**src/rtl/instruction_fetch_unit_pkg.sv**
```systemverilog
// Shared definitions for the instruction fetch unit: word/address widths,
// the in-flight pipe stage record and the buffered {pc, instr} entry.
// Ports: none (package).
package instruction_fetch_unit_pkg;

  localparam int          WORD_BYTES = 4;
  localparam int          INSTR_W    = 32;
  localparam int          ADDR_W     = 32;
  localparam logic [31:0] NOP_INSTR  = 32'h0000_0000;

  // One stage of the outstanding-fetch pipe.
  typedef struct packed {
    logic              vld;
    logic              epoch;
    logic [ADDR_W-1:0] pc;
  } inflight_t;

  // Entry held in the output buffer; pc in the upper half.
  typedef struct packed {
    logic [ADDR_W-1:0]  pc;
    logic [INSTR_W-1:0] instr;
  } fetch_entry_t;

  function automatic logic [ADDR_W-1:0] word_align(input logic [ADDR_W-1:0] a);
    return {a[ADDR_W-1:2], 2'b00};
  endfunction

endpackage

```
**src/rtl/instruction_fetch_unit_fetch_fifo.sv**
```systemverilog
// Synchronous FIFO with registered head, single-cycle flush and occupancy count.
// Ports: clk/reset (async, active-high), push/wdata, pop/rdata, flush,
//        count, full, empty. Flush wins over push and pop in the same cycle.
module fetch_fifo #(
  parameter int WIDTH = 64,
  parameter int DEPTH = 4
) (
  input  logic                   clk,
  input  logic                   reset,
  input  logic                   push,
  input  logic [WIDTH-1:0]       wdata,
  input  logic                   pop,
  input  logic                   flush,
  output logic [WIDTH-1:0]       rdata,
  output logic [$clog2(DEPTH):0] count,
  output logic                   full,
  output logic                   empty
);

  localparam int AW = (DEPTH > 1) ? $clog2(DEPTH) : 1;
  localparam int CW = $clog2(DEPTH) + 1;

  logic [WIDTH-1:0] mem_q [DEPTH];
  logic [AW-1:0]    wr_ptr_q, wr_ptr_d;
  logic [AW-1:0]    rd_ptr_q, rd_ptr_d;
  logic [CW-1:0]    count_q,  count_d;
  logic             do_push, do_pop;

  function automatic logic [AW-1:0] ptr_inc(input logic [AW-1:0] p);
    return (p == AW'(DEPTH - 1)) ? '0 : p + AW'(1);
  endfunction

  assign empty   = (count_q == '0);
  assign full    = (count_q == CW'(DEPTH));
  assign count   = count_q;
  assign rdata   = mem_q[rd_ptr_q];
  assign do_push = push && !flush;
  assign do_pop  = pop && !empty && !flush;

  always_comb begin
    wr_ptr_d = wr_ptr_q;
    rd_ptr_d = rd_ptr_q;
    count_d  = count_q;
    if (flush) begin
      wr_ptr_d = '0;
      rd_ptr_d = '0;
      count_d  = '0;
    end else begin
      if (do_push) wr_ptr_d = ptr_inc(wr_ptr_q);
      if (do_pop)  rd_ptr_d = ptr_inc(rd_ptr_q);
      if (do_push && !do_pop)      count_d = count_q + CW'(1);
      else if (!do_push && do_pop) count_d = count_q - CW'(1);
    end
  end

  always_ff @(posedge clk or posedge reset) begin
    if (reset) begin
      wr_ptr_q <= '0;
      rd_ptr_q <= '0;
      count_q  <= '0;
    end else begin
      wr_ptr_q <= wr_ptr_d;
      rd_ptr_q <= rd_ptr_d;
      count_q  <= count_d;
    end
  end

  // Storage needs no reset: occupancy alone decides what is visible.
  always_ff @(posedge clk) begin
    if (do_push) mem_q[wr_ptr_q] <= wdata;
  end

endmodule

```
**src/rtl/instruction_fetch_unit.sv**
```systemverilog
// Instruction fetch: PC register, credit-limited word fetch from a fixed-latency
// big-endian memory, epoch-tagged in-flight pipe and {pc, instr} output buffer.
// Ports: clk, reset (async active-high), imem_req/imem_addr/imem_data to memory,
//        redirect/redirect_pc from branch resolution, out_valid/out_ready/out_instr/out_pc to decode.
module instruction_fetch_unit
  import instruction_fetch_unit_pkg::*;
#(
  parameter logic [31:0] RESET_PC    = 32'h0000_0000,
  parameter int          MEM_LATENCY = 2,
  parameter int          FIFO_DEPTH  = 4
) (
  input  logic              clk,
  input  logic              reset,
  output logic              imem_req,
  output logic [ADDR_W-1:0] imem_addr,
  input  logic [INSTR_W-1:0] imem_data,
  input  logic              redirect,
  input  logic [ADDR_W-1:0] redirect_pc,
  output logic              out_valid,
  input  logic              out_ready,
  output logic [INSTR_W-1:0] out_instr,
  output logic [ADDR_W-1:0] out_pc
);

  localparam int CW = $clog2(FIFO_DEPTH) + 1;

  logic [ADDR_W-1:0] pc_q, pc_d;
  logic              epoch_q, epoch_d;
  inflight_t         pipe_q [MEM_LATENCY];
  inflight_t         exit_e;

  logic [CW-1:0]     fifo_count;
  logic              fifo_full, fifo_empty;
  logic [31:0]       inflight_cnt;
  logic [31:0]       credit_used;
  logic              fifo_push, fifo_pop;
  fetch_entry_t      push_entry, head_entry;

  assign exit_e = pipe_q[MEM_LATENCY-1];

  // Only current-epoch fetches hold a credit; stale ones will be dropped on exit,
  // so counting them would needlessly stall the first fetches after a redirect.
  always_comb begin
    inflight_cnt = '0;
    for (int i = 0; i < MEM_LATENCY; i++) begin
      if (pipe_q[i].vld && (pipe_q[i].epoch == epoch_q)) inflight_cnt = inflight_cnt + 32'd1;
    end
  end

  assign credit_used = 32'(fifo_count) + inflight_cnt;
  // reset gates the request combinationally so it drops the moment reset rises.
  assign imem_req    = !reset && !redirect && (credit_used < 32'(FIFO_DEPTH));
  assign imem_addr   = pc_q;

  always_comb begin
    pc_d    = pc_q;
    epoch_d = epoch_q ^ redirect;
    if (redirect)      pc_d = word_align(redirect_pc);
    else if (imem_req) pc_d = pc_q + ADDR_W'(WORD_BYTES);
  end

  always_ff @(posedge clk or posedge reset) begin
    if (reset) begin
      pc_q    <= RESET_PC;
      epoch_q <= 1'b0;
      for (int i = 0; i < MEM_LATENCY; i++) pipe_q[i] <= '0;
    end else begin
      pc_q      <= pc_d;
      epoch_q   <= epoch_d;
      pipe_q[0] <= '{vld: imem_req, epoch: epoch_q, pc: pc_q};
      for (int i = 1; i < MEM_LATENCY; i++) pipe_q[i] <= pipe_q[i-1];
    end
  end

  // The exiting stage lines up with imem_data; keep it only if it belongs to
  // the current stream. The credit check means the buffer is never full here.
  assign fifo_push  = exit_e.vld && (exit_e.epoch == epoch_q) && !fifo_full;
  assign fifo_pop   = out_valid && out_ready;
  assign push_entry = '{pc: exit_e.pc, instr: imem_data};

  fetch_fifo #(
    .WIDTH ($bits(fetch_entry_t)),
    .DEPTH (FIFO_DEPTH)
  ) u_fifo (
    .clk   (clk),
    .reset (reset),
    .push  (fifo_push),
    .wdata (push_entry),
    .pop   (fifo_pop),
    .flush (redirect),
    .rdata (head_entry),
    .count (fifo_count),
    .full  (fifo_full),
    .empty (fifo_empty)
  );

  assign out_valid = !fifo_empty;
  assign out_pc    = fifo_empty ? '0 : head_entry.pc;
  assign out_instr = fifo_empty ? NOP_INSTR : head_entry.instr;

endmodule
```
**config.mk**
```make
export PLATFORM = sky130hd
export DESIGN_NAME = instruction_fetch_unit
export DESIGN_NICKNAME = d
export VERILOG_FILES = /design/src/rtl/instruction_fetch_unit_pkg.sv /design/src/rtl/instruction_fetch_unit_fetch_fifo.sv /design/src/rtl/instruction_fetch_unit.sv
export SDC_FILE = /design/constraint.sdc
export NUM_CORES = 1
export LEC_CHECK = 0
export BUFFER_PORTS_ARGS = -buffer_cell sky130_fd_sc_hd__buf_2
export CAP_MARGIN = 40
export CORE_ASPECT_RATIO = 1.5
export CORE_UTILIZATION = 45
export CTS_CLUSTER_DIAMETER = 80
export DETAILED_ROUTE_END_ITERATION = 10
export GPL_ROUTABILITY_DRIVEN = 0
export HOLD_SLACK_MARGIN = 0.05
export MAX_ROUTING_LAYER = met4
export PLACE_DENSITY_LB_ADDON = 0.08
export REMOVE_ABC_BUFFERS = 1
export SLEW_MARGIN = 30
export SYNTH_ARGS = -nofsm -noshare
export SYNTH_HDL_FRONTEND = slang
export SYNTH_SLANG_ARGS = --single-unit
export TNS_END_PERCENT = 1
```
**constraint.sdc**
```tcl
create_clock -name clk -period 8.45 [get_ports clk]
set_input_delay 1.2675 -clock clk [delete_from_list [all_inputs] [get_ports clk]]
set_output_delay 1.2675 -clock clk [all_outputs]
set_load 0.05 [all_outputs]
```
==> metrics <==
DRC viols=0; CP Max Fanout=19; first-pass GRT wire length=43300 um; RSZ-0062 raised after global routing=false; Tcrit/Tclk final=54.2%; Initial Util=45.8%; # rows=77; Die Span X=143 um; Final nets=995; FILL cells=2420; final hold vios=0; crit end category=output pin; number of max-cap violations=0; WP data arrival=3.32 ns; WL final=27200 um; crit path max-delay cell type=clkinv_1; I/O pin cnt=166; Async S/R FF share, synth=29.1%; crit path cell chain=xnor2_1 > and2_1 > ha_1 > ha_1 > nand3_1 > nand2_1 > clkinv_1 > buf_2; post-detail-place hpwl=16500 um; Max stage delay on crit path=0.57 ns; clk root buf=clkbuf_16; die height=214 um; core area=29500 um^2; worst hold start=pipe_q[56]; Die Area=30700 um^2; post-synthesis sequential area ratio=74.0%; largest net degree at the start of global routing=66; cts hold-fix bufs=0; Routed Antenna Nets=0; min cycle time layout=4.58 ns; Post-synth EDFFs=248; Slew Limit Headroom=50.1%; CTS max path bufs=3; drt initial violations=412; Yosys reg bits=350; Worst R2R Start=epoch_q; Final Power=5.15 mW; peak supply drop=158 uV; leak pwr=5.87 nW; Num CTS Buffers=35; Cells after DPL=1275; Worst Skew=0.0103 ns; vias per cell=5.46; syn_area_per_cell=18.1 um^2; Clock Latency Late Sink=0.51 ns; Buffers & Inverters on Critical Path=2; status=completed; CP top delay family=buffers and inverters; Max Freq=0.218 GHz; total track usage=19.1%; largest area contributor in the netlist=edfxtp_1; worst min-delay path class=reg -> reg; global route overflow=0; P per Cell Area=322 nW/um^2; DR vias=7303; Req. time, crit path=7.18 ns; top cells by area, synth=edfxtp_1 (55%), dfrtp_1 (19%), mux4_2 (10%), and2_1 (3.4%), nand3_1 (0.81%); Ant. Diodes=0; Final setup viols=0; fin cells=1338; setup TNS=0 ns; Yosys Warn Count=0; Resize count post-CTS=0; number of port buffers=159; Worst path depth=8; Post-CTS Setup Repair Bufs=0; initial antenna violation count=0; Slew @ Worst Pin=0.746 ns; Synth Flop Type=edfxtp_1; share of layout cells above drive strength 1=31.3%; Crit Path Category=reg -> out; WL/cell=20.3 um; First-pass DRT Iterations=4; R2R cell count=9; hold path depth=0; Reg clk slew, reported paths=0.06 ns; Sink Count=350; cell area after synthesis=13500 um^2; number of H-tree levels=2; CP Launch Type=register; Gate Count Post-Synth=747; Worst Setup SP=epoch_q; CTS tree=done; cell mode on critical path=ha_1; final slew viol count=0; share of the synthesized area in the top cell type=55.1%; library cells used by synthesis=53; vias in the first global route=7849; P&R area growth vs syn=18.5%
-- through the flow --
stage          utilization (%)  worst slack (ns)  cell area [um^2]  hold slack, ns
2_1_floorplan                -              3.68             13300           0.331
3_3_place_gp              49.8              3.35             14700           0.334
3_5_place_dp              50.4              3.95             14900           0.335
4_1_cts                   54.3              3.91             16000           0.347
5_1_grt                   54.3              3.70             16000           0.354
6_report                  54.3              3.87             16000           0.346
-- synth_stat cells (all sizes together) (8+ instances only) --
cell type  number
nand3          22
a221o           9
clkbuf         25
mux4           62
nand2          27
and2           74
inv            12
edfxtp        248
ha              8
or4            13
nand4          13
nor2            9
nor3            9
dfrtp         102
o311ai         12
buf            15
-- layer usage --
layer  part of all wire [%]  global-route usage, %
met1                     40                   23.1
met2                     52                   32.4
met3                    5.5                   3.26
met4                    2.6                   6.52
met5                      0                      -
-- placed cells by master, fill, tap and decap left out, types with 9 or more instances in the layout --
cell / count
edfxtp_1: 248
buf_2: 159
dfrtp_1: 100
and2_1: 70
mux4_2: 62
clkbuf_16: 37
nand2_1: 27
nand3_1: 22
nand4_1: 13
or4_1: 12
inv_1: 11
clkbuf_1: 11
nor3_1: 9
a221o_1: 9
o311ai_0: 9
nor2_1: 9
-- layout make-up --
cell class                 count  area (um^2)  area share [%]
clock buffer                  49          981            6.12
clock inverter                13          158           0.984
timing repair buffer         171         1020            6.38
inverter                      14         55.1           0.344
multi-input combinational    346         3300            20.6
tap                          395          494            3.09
sequential                   350        10000            62.5
-- final timing paths --
| check | endpoint | slack, ns |
|---|---|---|
| min in group asynchronous | imem_addr[27] | 0.75 |
| setup reg to reg | imem_addr[8] | 5.32 |
| max in group asynchronous | exit_e[19] | 6.72 |
| hold reg to reg | exit_e[22] | 0.35 |
| hold / removal | exit_e[22] | 0.35 |
| setup / recovery | imem_req | 3.87 |
-- sequential cells by signal, indices dropped and copies added, names as in the netlist --
register and flops:
exit_e 32, imem_addr 30, u_fifo.wr_ptr_q 2, pipe_q 32, u_fifo.count 3, u_fifo.rd_ptr_q 2, epoch_q 1, u_fifo.mem_q 248
-- power by group --
group,internal (mW),switching (mW)
registers,1.98,0.128
clock network,0.931,0.611
logic,0.437,1.07
total,3.34,1.81
-- kinds of logic after synthesis --
group / Yosys count / share of synthesized area [%]
flops: 350 / 74.0
simple gates: 196 / 8.46
mux: 70 / 11.0
compound gates: 63 / 3.62
buf+inv: 54 / 1.76
fa+ha+maj: 9 / 0.889
xor+xnor: 4 / 0.259
other cells: 1 / 0.0278
Note: power is estimated with default switching activity, not from simulation.
